### config.mk
export PLATFORM = sky130hd
export DESIGN_NAME = muxn_pipe
export DESIGN_NICKNAME = d
export VERILOG_FILES = /design/src/rtl/mux_pkg.sv /design/src/rtl/muxn_comb.sv /design/src/rtl/muxn_pipe.sv
export SDC_FILE = /design/constraint.sdc
export NUM_CORES = 1
export LEC_CHECK = 0
export ABC_AREA = 1
export BUFFER_PORTS_ARGS = -buffer_cell sky130_fd_sc_hd__buf_2
export CAP_MARGIN = 20
export CORE_MARGIN = 2
export CORE_UTILIZATION = 35
export CTS_BUF_LIST = sky130_fd_sc_hd__clkbuf_4 sky130_fd_sc_hd__clkbuf_8
export DETAILED_ROUTE_END_ITERATION = 12
export MAX_ROUTING_LAYER = met4
export PLACE_DENSITY = 0.66
export SLEW_MARGIN = 20
export SYNTH_ARGS = -nofsm -noshare
export SYNTH_HDL_FRONTEND = slang
export SYNTH_SLANG_ARGS = --single-unit
### constraint.sdc
create_clock -name Clk -period 3 [get_ports Clk]
set_input_delay 0.6 -clock Clk [delete_from_list [all_inputs] [get_ports Clk]]
set_output_delay 0.6 -clock Clk [all_outputs]
set_load 0.05 [all_outputs]
### src/rtl/mux_pkg.sv
// Shared constants, FSM encoding and slice helper for the N-to-1 word multiplexers.
package mux_pkg;

    localparam int unsigned DATA_W_DEFAULT = 32;

    // Fill bit for the word emitted on an out-of-range select (all-zero word).
    localparam logic SELERR_DATA = 1'b0;

    // Encoding is {main valid, skid valid}.
    typedef enum logic [1:0] {
        StEmpty = 2'b00,
        StOne   = 2'b10,
        StFull  = 2'b11
    } state_e;

    function automatic int unsigned slice_lsb(input int unsigned idx, input int unsigned width);
        return idx * width;
    endfunction

endpackage

### src/rtl/muxn_comb.sv
// Purely combinational N-to-1 word selector with an out-of-range flag.
module muxn_comb
    import mux_pkg::*;
#(
    parameter int unsigned WIDTH = DATA_W_DEFAULT,
    parameter int unsigned N     = 2,
    localparam int unsigned SEL_W = $clog2(N)
) (
    input  logic [N*WIDTH-1:0] din_i,
    input  logic [SEL_W-1:0]   sel_i,
    output logic [WIDTH-1:0]   dout_o,
    output logic               sel_err_o
);

    always_comb begin
        dout_o    = {WIDTH{SELERR_DATA}};
        sel_err_o = 1'b1;
        for (int i = 0; i < N; i++) begin
            if (sel_i == SEL_W'(i)) begin
                dout_o    = din_i[slice_lsb(i, WIDTH) +: WIDTH];
                sel_err_o = 1'b0;
            end
        end
    end

endmodule

### src/rtl/muxn_pipe.sv
// Registered N-to-1 word mux with valid/ready handshake and a one-entry skid buffer.
module muxn_pipe
    import mux_pkg::*;
#(
    parameter int unsigned WIDTH = DATA_W_DEFAULT,
    parameter int unsigned N     = 2,
    localparam int unsigned SEL_W = $clog2(N)
) (
    input  logic               Clk,
    input  logic               Reset,
    input  logic [N*WIDTH-1:0] Din,
    input  logic [SEL_W-1:0]   Sel,
    input  logic               InValid,
    output logic               InReady,
    output logic [WIDTH-1:0]   Dout,
    output logic               SelErr,
    output logic               OutValid,
    input  logic               OutReady
);

    state_e             state_q;
    logic [WIDTH-1:0]   main_data_q, skid_data_q;
    logic               main_err_q, skid_err_q;
    logic [WIDTH-1:0]   sel_data;
    logic               sel_err;
    logic               in_xfer, out_xfer;

    muxn_comb #(
        .WIDTH (WIDTH),
        .N     (N)
    ) u_sel (
        .din_i     (Din),
        .sel_i     (Sel),
        .dout_o    (sel_data),
        .sel_err_o (sel_err)
    );

    // InReady depends only on state and Reset, never on OutReady.
    assign InReady  = (state_q != StFull) & ~Reset;
    assign OutValid = (state_q != StEmpty);
    assign Dout     = main_data_q;
    assign SelErr   = main_err_q;
    assign in_xfer  = InValid & InReady;
    assign out_xfer = OutValid & OutReady;

    always_ff @(posedge Clk or posedge Reset) begin
        if (Reset) begin
            state_q     <= StEmpty;
            main_data_q <= '0;
            main_err_q  <= 1'b0;
            skid_data_q <= '0;
            skid_err_q  <= 1'b0;
        end else begin
            case (state_q)
                StEmpty: begin
                    if (in_xfer) begin
                        main_data_q <= sel_data;
                        main_err_q  <= sel_err;
                        state_q     <= StOne;
                    end
                end
                StOne: begin
                    if (in_xfer && out_xfer) begin
                        main_data_q <= sel_data;
                        main_err_q  <= sel_err;
                    end else if (in_xfer) begin
                        skid_data_q <= sel_data;
                        skid_err_q  <= sel_err;
                        state_q     <= StFull;
                    end else if (out_xfer) begin
                        state_q <= StEmpty;
                    end
                end
                StFull: begin
                    if (out_xfer) begin
                        main_data_q <= skid_data_q;
                        main_err_q  <= skid_err_q;
                        skid_data_q <= '0;
                        skid_err_q  <= 1'b0;
                        state_q     <= StOne;
                    end
                end
                default: state_q <= StEmpty;
            endcase
        end
    end

endmodule

==> metrics.cfg <==
[timing]
drv_slew = 0
final-hold-violation-count = 0
finalSetupViolCount = 0
layout_min_cycle_time_ns = 2.25
tightest_slew_ns = 0.832
skew_ns = 0.0123
rsz0062_at_grt = no
slew-limit-headroom = 0.444
whs_ns = 0.466
min_period_over_period = 0.750
max_freq_ghz = 0.445
setup-tns-final_ns = 0

[clocking]
cts_tree = done
postCtsHoldBufs = 0
cts_setup_buffers = 0
cts_made_buffers = 9
cts-root-buf = clkbuf_8
clk_latency_ns = 0.34
path_clk_slew_ns = 0.07
cts.sinks = 66
htreeDepth = 3
cts_resized = 0
clockBufferDepth = 2

[logic_synthesis]
yosysSeqAreaShare = 0.430
synth_cell_type_count = 23
synth_async_sr_flop_share = 1.00
syn_nets = 633
syn_area_per_cell_um2 = 6.87
synth_warnings = 0
post-synth-top-count-cell = nand2_1
dominantRegCellSynth = dfrtp_1
yosysTopAreaCellShare = 0.430
yosysTopAreaCell = dfrtp_1
synth_edf_count = 0
syn_inst = 559
synth.area.top_cells = dfrtp_1, nand2_1, nand3_1
yosys-top-cells-count = nand2_1, nand3_1, dfrtp_1, nor2_1, inv_1
synth_area_mm2 = 0.00384
ys_ff_latch = 66

[detailed_routing]
drt_iter0_markers = 164
ant_nets = 0
vias_per_cell = 4.79
drt-total-wl_mm = 10.1
route.detailed.drc = 0
firstDrtPassIters = 4
vias = 3785
wl_per_cell_um = 12.8

[pwr]
ir_worst_vdd_v = 0.000642
powerDensity_mw_per_mm2 = 1150
power.leakage_nw = 2.67

[floorplanning]
dieHeight_um = 109
num_rows = 38
core-area_mm2 = 0.0108
start_util = 0.356
dieArea_mm2 = 0.0118
io_pins = 104
fp.dieW_um = 109

[global_route]
grt_max_degree = 67
antenna_found_initial = 0
track_usage = 0.190
grt_pass1_wl_mm = 17.2
first_global_vias = 3737
grt-ovfl-total = 0

[worst_setup_path]
crit_required_ns = 3.23
crit_path_end_kind = register
arrival_ns = 2.48
cp-start-kind = register
crit_fanout = 32
path_class = reg2reg

[layout]
drive_above_1_share = 0.214
final_nets = 720
stdcell_count = 791
diodes = 0
final_area_mm2 = 0.00459
fill_cells = 1145
area.growth.synth_to_final_pct = 19.4

[status]
status = complete, no violations

[placed_design]
io_buffers = 102
dpl.cell_count = 775
gp_congestion = 0.850
hpwl_mm = 7.02
postPlaceCellArea_mm2 = 0.00438

[flow_run]
drv_cap = 0

[min_path]
min_path_type = reg2reg

-- kinds of logic (layout without fill, tap and decap cells) --
group                    count (synthesis)  count (layout)  share of synthesized area
AND/OR/NAND/NOR                        380             380                      0.413
buffers and inverters                   74             166                     0.0964
other                                    1               1                   0.000977
AO/OA/AOI/OAI                           33              33                     0.0430
flip-flops                              66              66                      0.430
adder cells (fa/ha/maj)                  5               5                     0.0163
-- cell usage in the layout (no fill, tap or decap), drive strengths merged --
cell / Yosys / final
conb: 1 / 1
nand4: 1 / 1
inv: 41 / 41
ha: 5 / 5
or2: 2 / 2
nor2: 69 / 69
a21oi: 1 / 1
clkbuf: 4 / 12
clkinv: 0 / 1
clkinvlp: 0 / 2
nand3: 69 / 69
o21ai: 32 / 32
buf: 29 / 109
nand2: 239 / 239
bufinv: 0 / 1
dfrtp: 66 / 66
-- power by group --
part | total, mW | switching (mW) | internal (mW)
logic | 2.91 | 2.16 | 0.750
registers | 1.59 | 0.246 | 1.35
clock network | 0.782 | 0.345 | 0.437
total | 5.28 | 2.75 | 2.53
-- registers in the layout, summed over array words and instances (netlist names) --
name / cells
Dout: 32
skid_data_q: 32
state_q: 2
-- final timing paths --
check / startpoint / to / slack [ns] / cells past startpoint
setup / recovery: state_q[0]$_DFFE_PP0P_ / skid_data_q[0]$_DFFE_PP0P_ / 0.75 / 7
hold / removal: Dout[4]$_DFFE_PP0P_ / Dout[4]$_DFFE_PP0P_ / 0.47 / 2
setup reg to reg: state_q[0]$_DFFE_PP0P_ / skid_data_q[0]$_DFFE_PP0P_ / 0.75 / 7
hold reg to reg: Dout[4]$_DFFE_PP0P_ / Dout[4]$_DFFE_PP0P_ / 0.47 / 2
max in group asynchronous: Reset / Dout[2]$_DFFE_PP0P_ / 1.92 / 3
min in group asynchronous: Reset / skid_data_q[27]$_DFFE_PP0P_ / 0.55 / 3
-- metrics by stage --
| step | utilization | total power [mW] | setup slack (ns) |
|---|---|---|---|
| 2_1_floorplan | - | 3.93 | 0.745 |
| 3_3_place_gp | 0.406 | 4.47 | 0.816 |
| 3_5_place_dp | 0.406 | 4.53 | 0.759 |
| 4_1_cts | 0.425 | 5.33 | 0.747 |
| 5_1_grt | 0.425 | 5.73 | 0.558 |
| 6_report | 0.425 | 5.28 | 0.751 |
-- final cells by class --
class	instances	area [µm²]	area share
Multi-Input combinational cell	419	1820	0.397
Timing Repair Buffer	109	576	0.126
Tap cell	140	175	0.0382
Clock buffer	12	159	0.0347
Clock inverter	4	50.0	0.0109
Inverter	41	154	0.0336
Sequential cell	66	1650	0.360
-- per-layer routing --
| layer | global-route usage | vias to the layer above | share of wire |
|---|---|---|---|
| li1 | - | 1891 | - |
| met1 | 0.228 | 1783 | 0.45 |
| met2 | 0.318 | 95 | 0.48 |
| met3 | 0.0383 | 16 | 0.053 |
| met4 | 0.0650 | 0 | 0.017 |
| met5 | - | - | 0 |
-- worst max-delay path, cell delays in order (launching register included) --
cell	delay, ns
dfrtp_1	0.40
ha_2	0.52
inv_2	0.06
or2_1	0.22
nand2_2	0.28
nand3_4	0.41
nand2_1	0.17
nand2_1	0.07
No activity file was read; power rests on OpenSTA's default activity.
